`config.mk`:
```
export PLATFORM = sky130hd
export DESIGN_NAME = timer_counter_flat
export DESIGN_NICKNAME = d
export VERILOG_FILES = /design/src/rtl/timer_counter_if.sv /design/src/rtl/timer_counter.sv /design/src/flat_wrapper.sv
export SDC_FILE = /design/constraint.sdc
export NUM_CORES = 1
export LEC_CHECK = 0
export BUFFER_PORTS_ARGS = -buffer_cell sky130_fd_sc_hd__buf_2
export CAP_MARGIN = 0
export CORE_UTILIZATION = 45
export CTS_BUF_LIST = sky130_fd_sc_hd__clkbuf_4
export DETAILED_ROUTE_END_ITERATION = 8
export PLACE_DENSITY = 0.69
export SLEW_MARGIN = 15
export SYNTH_ARGS = -nofsm -noshare
export SYNTH_HDL_FRONTEND = slang
export SYNTH_SLANG_ARGS = --single-unit
```
`constraint.sdc`:
```
create_clock -name clk -period 2.6 [get_ports clk]
set_clock_uncertainty 0.05 [all_clocks]
set_input_delay 0.13 -clock clk [delete_from_list [all_inputs] [get_ports clk]]
set_output_delay 0.13 -clock clk [all_outputs]
set_load 0.005 [all_outputs]
```
`src/rtl/timer_counter_if.sv`:
```
// Bus bundle between the system bridge and the timer: word-addressed register access plus the irq line.
interface timer_counter_if #(
  parameter int unsigned WIDTH = 32
);
  logic [1:0]       addr;
  logic             we;
  logic [WIDTH-1:0] wd;
  logic [WIDTH-1:0] rd;
  logic             irq;

  modport master (output addr, output we, output wd, input rd, input irq);
  modport slave  (input addr, input we, input wd, output rd, output irq);
endinterface

```
`src/rtl/timer_counter.sv`:
```
// Memory-mapped down-counting timer: one-shot (level irq) or auto-reload (one-cycle irq pulse).
module timer_counter #(
  parameter int unsigned WIDTH = 32
) (
  input  logic           clk,
  input  logic           reset,
  timer_counter_if.slave bus
);

  localparam logic [1:0] A_CTRL   = 2'd0;
  localparam logic [1:0] A_PRESET = 2'd1;
  localparam logic [1:0] A_COUNT  = 2'd2;

  typedef enum logic [1:0] {
    S_IDLE,
    S_LOAD,
    S_CNT,
    S_INT
  } state_e;

  state_e           state_q, state_d;
  logic             en_q, en_d;
  logic [1:0]       mode_q, mode_d;
  logic             im_q, im_d;
  logic [WIDTH-1:0] preset_q, preset_d;
  logic [WIDTH-1:0] count_q, count_d;
  logic             flag_q, flag_d;

  logic             wr_ctrl_c;
  logic             wr_preset_c;
  logic             auto_reload_c;
  logic [WIDTH-1:0] rd_c;

  assign wr_ctrl_c     = bus.we && (bus.addr == A_CTRL);
  assign wr_preset_c   = bus.we && (bus.addr == A_PRESET);
  // Only MODE=1 reloads; MODE 2 and 3 fall back to one-shot.
  assign auto_reload_c = (mode_q == 2'd1);

  // Register file and counter state; reset aborts any count in progress.
  always_ff @(posedge clk or negedge reset) begin
    if (!reset) begin
      state_q  <= S_IDLE;
      en_q     <= 1'b0;
      mode_q   <= 2'd0;
      im_q     <= 1'b0;
      preset_q <= '0;
      count_q  <= '0;
      flag_q   <= 1'b0;
    end else begin
      state_q  <= state_d;
      en_q     <= en_d;
      mode_q   <= mode_d;
      im_q     <= im_d;
      preset_q <= preset_d;
      count_q  <= count_d;
      flag_q   <= flag_d;
    end
  end

  // Software writes first, then the FSM; the FSM's flag set overrides a write-clear,
  // while the INT-state EN clear yields to a concurrent CTRL write.
  always_comb begin
    state_d  = state_q;
    en_d     = en_q;
    mode_d   = mode_q;
    im_d     = im_q;
    preset_d = preset_q;
    count_d  = count_q;
    flag_d   = flag_q;

    if (wr_ctrl_c) begin
      en_d   = bus.wd[0];
      mode_d = bus.wd[2:1];
      im_d   = bus.wd[3];
    end
    if (wr_preset_c) begin
      preset_d = bus.wd;
    end
    if (wr_ctrl_c || wr_preset_c) begin
      flag_d = 1'b0;
    end

    unique case (state_q)
      S_IDLE: begin
        if (en_q) begin
          state_d = S_LOAD;
        end
      end
      S_LOAD: begin
        count_d = preset_q;
        state_d = S_CNT;
      end
      S_CNT: begin
        if (!en_q) begin
          state_d = S_IDLE;
        end else if (count_q <= WIDTH'(1)) begin
          count_d = '0;
          flag_d  = 1'b1;
          state_d = S_INT;
        end else begin
          count_d = count_q - WIDTH'(1);
        end
      end
      S_INT: begin
        if (auto_reload_c) begin
          flag_d  = 1'b0;
          state_d = S_LOAD;
        end else begin
          if (!wr_ctrl_c) begin
            en_d = 1'b0;
          end
          state_d = S_IDLE;
        end
      end
      default: begin
        state_d = S_IDLE;
      end
    endcase
  end

  // Combinational read mux; unstored CTRL bits and the reserved word read as zero.
  always_comb begin
    rd_c = '0;
    unique case (bus.addr)
      A_CTRL:   rd_c = WIDTH'({im_q, mode_q, en_q});
      A_PRESET: rd_c = preset_q;
      A_COUNT:  rd_c = count_q;
      default:  rd_c = '0;
    endcase
  end

  assign bus.rd  = rd_c;
  assign bus.irq = flag_q & im_q;

endmodule
```
`src/flat_wrapper.sv`:
```
// flat-port wrapper written by rule: the top's interface ports become plain ports
module timer_counter_flat 
#(
  parameter int unsigned WIDTH = 32
)
  (clk, reset, bus_addr, bus_we, bus_wd, bus_rd, bus_irq);
  timer_counter_if #(.WIDTH(WIDTH)) bus_i ();
  input  logic clk;
  input  logic reset;
  input wire logic [$bits(bus_i.addr)-1:0] bus_addr;
  input wire logic [$bits(bus_i.we)-1:0] bus_we;
  input wire logic [$bits(bus_i.wd)-1:0] bus_wd;
  output wire logic [$bits(bus_i.rd)-1:0] bus_rd;
  output wire logic [$bits(bus_i.irq)-1:0] bus_irq;
  assign bus_i.addr = bus_addr;
  assign bus_i.we = bus_we;
  assign bus_i.wd = bus_wd;
  assign bus_rd = bus_i.rd;
  assign bus_irq = bus_i.irq;
  timer_counter #(.WIDTH(WIDTH)) u_core (.clk(clk), .reset(reset), .bus(bus_i));
endmodule
```
==> impl_results.md <==
* Outcome: finished clean
* Clk pin slew, worst setup/hold paths at 120 ps
* Layout cell share with drive strength beyond 1 at 32.2%
* Io pins at 70
* Critical setup path kind: reg -> reg
* Simple-gate share of the synthesized area at 20.2%
* Final slew viol count at 0
* Pre-CTS setup slack at 149 ps
* Final net count at 549
* FP Rows at 34
* Worst setup slack after layout at 175 ps
* Adder-cell share of the synthesized area at 0.622%
* Post-Syn Nets at approximately 440
* DRT iter0 DRCs at 275
* Xor/xnor share of the synthesized area at 0%
* Final core occ at between 50% and 60%
* Most frequent cells in the layout: 71 x dfrtp_1, 69 x buf_2, 35 x mux2_2
* Fmax at 412 MHz
* Peak VDD IR at around 0.00034 V
* Synth warnings at 0
* RSZ-0062 raised after global routing: false
* Grt ovf at 0
* H-tree depth at 3
* Post-route ant nets at 0
* # setup viols final at 0
* Fillcell total at roughly 780
* Startpoint type of the worst setup path: register
* Area Overhead vs Synth at 27.9%
* Initial Utilization at around 46%
* Netlist cell types at 49
* Top_reg_cell synth: dfrtp_1
* Core ar. at 8680 µm²
* Slew Limit Headroom at between 50% and 60%
* Largest family of logic cells by synthesized area: simple AND/OR/NAND/NOR gates
* Compound-Gate Fraction of Synth Area at roughly 20%
* Largest net degree at the start of global routing at 44
* Worst skew pair latency at 430 ps
* Placer congestion estimate at 0.909
* PwrDens at 909 nW/µm²
* Worst hold path class: in -> reg
* Sink Count at 71
* TritonCTS clock tree: done
* Setup_tns at 0 ps
* Die Height at 96.5 µm
* # port buffers at 69
* Crit Path Max Fanout at 10
* First-pass GRT wire length at 18100 µm
* Yosys reg bits at 71
* Sequential share of the synthesized area at 44.2%
* Ys async rst share at 100%
* Clock tree buffer depth at 2
* WL/cell at roughly 18 µm
* GRT Util Overall at 25.6%
* Initial antenna violation count at 0
* Mux contribution to synthesized area at 10.8%
* Vias/cell at about 6
* Fin crit period at 2420 ps
* CP Capture Type: register
* DRC at 0
* Syn Std Cell Area at 4020 µm²
* CP required at between 2000 and 3000 ps
* Die W at between 90 and 100 µm
* 1st-pass router iterations at 7
* Max-cap viol count at 0
* # diodes at 0
* # Post-CTS Setup Buffers at 0
* Post-route clock period utilization at 93.3%
* Hold_ws at between 100 and 150 ps
* Number of cells produced by synthesis at 400
* CP Data Arrival Time at 2670 ps
* P_leak at 2.25 nW
* Mean area per synthesized cell at 10.1 µm²
* Root buffer cell: clkbuf_4
* EDFF count, synth at 0
* Die Footprint at 9320 µm²
* Worst slew pin tran at around 700 ps
* Vias in the first global route at 3614
* Final HPWL DP at about 7400 µm
* Commonest non-fill, non-tap cell in the layout: dfrtp_1
* Cts bufs inserted at 9
* Vias at 3791
* Final hold violation count at 0
* Overall routed net length at around 11000 µm
-- report_power, final --
| part | switching, mW | total (mW) | internal, mW |
|---|---|---|---|
| logic | 1.05 | 1.96 | 0.910 |
| registers | 0.430 | 1.90 | 1.47 |
| clock network | 0.412 | 0.809 | 0.397 |
-- per-layer routing --
layer | up-vias | part of all wire (%) | wire length [µm] | global-route usage, %
li1 | 1765 | - | - | -
met1 | 1861 | 46 | 5100 | 35.5
met2 | 141 | 46 | 5140 | 40.7
met3 | 24 | 5.4 | 597 | 3.68
met4 | 0 | 2.2 | 243 | 9.44
met5 | - | 0 | 0 | 0
-- what timing repair did --
| action | CTS | global route |
|---|---|---|
| gates resized for setup | 0 | 2 |
| setup endpoints to repair | 0 | 4 |
| hold buffers | 34 | 0 |
| hold endpoints to repair | 65 | 0 |
-- metrics by stage --
step / std cells / area [µm²] / power [mW]
4_1_cts: 623 / 5130 / 4.67
3_3_place_gp: 573 / 4630 / 3.75
2_1_floorplan: 400 / 4020 / 3.10
3_5_place_dp: 573 / 4630 / 3.80
5_1_grt: 623 / 5140 / 5.01
6_report: 623 / 5140 / 4.67
-- final cells by class --
cell class,instances,area [µm²],share of cell area (%)
Timing Repair Buffer,134,956,18.6
Clock inverter,6,85.1,1.65
Tap cell,108,135,2.63
Clock buffer,10,75.1,1.46
Inverter,6,22.5,0.438
Sequential cell,71,1780,34.5
Multi-Input combinational cell,288,2090,40.7
-- path summary, 6_finish.rpt --
kind | from | to | slack [ps] | cells past startpoint
max in group asynchronous | reset | u_core.count_q[15]$_DFFE_PN0P_ | 1590 | 3
min in group asynchronous | reset | u_core.preset_q[1]$_DFFE_PN0P_ | 230 | 2
hold reg to reg | u_core.preset_q[12]$_DFFE_PN0P_ | u_core.count_q[12]$_DFFE_PN0P_ | 460 | 2
hold / removal | bus_addr[0] | u_core.en_q$_DFF_PN0_ | 150 | 4
setup / recovery | u_core.count_q[15]$_DFFE_PN0P_ | u_core.count_q[22]$_DFFE_PN0P_ | 180 | 6
setup reg to reg | u_core.count_q[15]$_DFFE_PN0P_ | u_core.count_q[22]$_DFFE_PN0P_ | 180 | 6
-- registers in the layout (all words and copies together) (netlist names) --
register,flops
u_core.mode_q,2
u_core.preset_q,32
u_core.count_q,32
u_core.state_q,2
u_core.im_q,1
u_core.flag_q,1
u_core.en_q,1
-- cell usage after synthesis (all sizes together) (8+ instances only) --
library cell,n,share of area [%]
o211ai,10,1.9
nand2,31,2.9
a22oi,18,3.4
o311ai,8,1.7
nor2,16,1.5
buf,9,1.3
nand3,22,2.7
nor3,9,1.2
a22o,29,6.3
nand4,20,3.5
clkbuf,26,2.4
a21oi,9,1.2
dfrtp,71,44
mux2,35,9.8
o21ai,16,2.0
-- worst max-delay path, stage by stage (launching register included) --
cell      delay, ps
dfrtp_1         450
or4_1           610
nor4_4          430
nand4_4         230
nand2_1         250
buf_12          160
o311ai_0        130
-- cell families (layout without fill, tap and decap cells) --
logic type               count (synthesis)  in the layout
AO/OA/AOI/OAI                          105            105
adder cells (fa/ha/maj)                  2              2
buffers and inverters                   41            156
flip-flops                              71             71
multiplexers                            39             39
AND/OR/NAND/NOR                        142            142
Power figures use the tool's default switching activity.
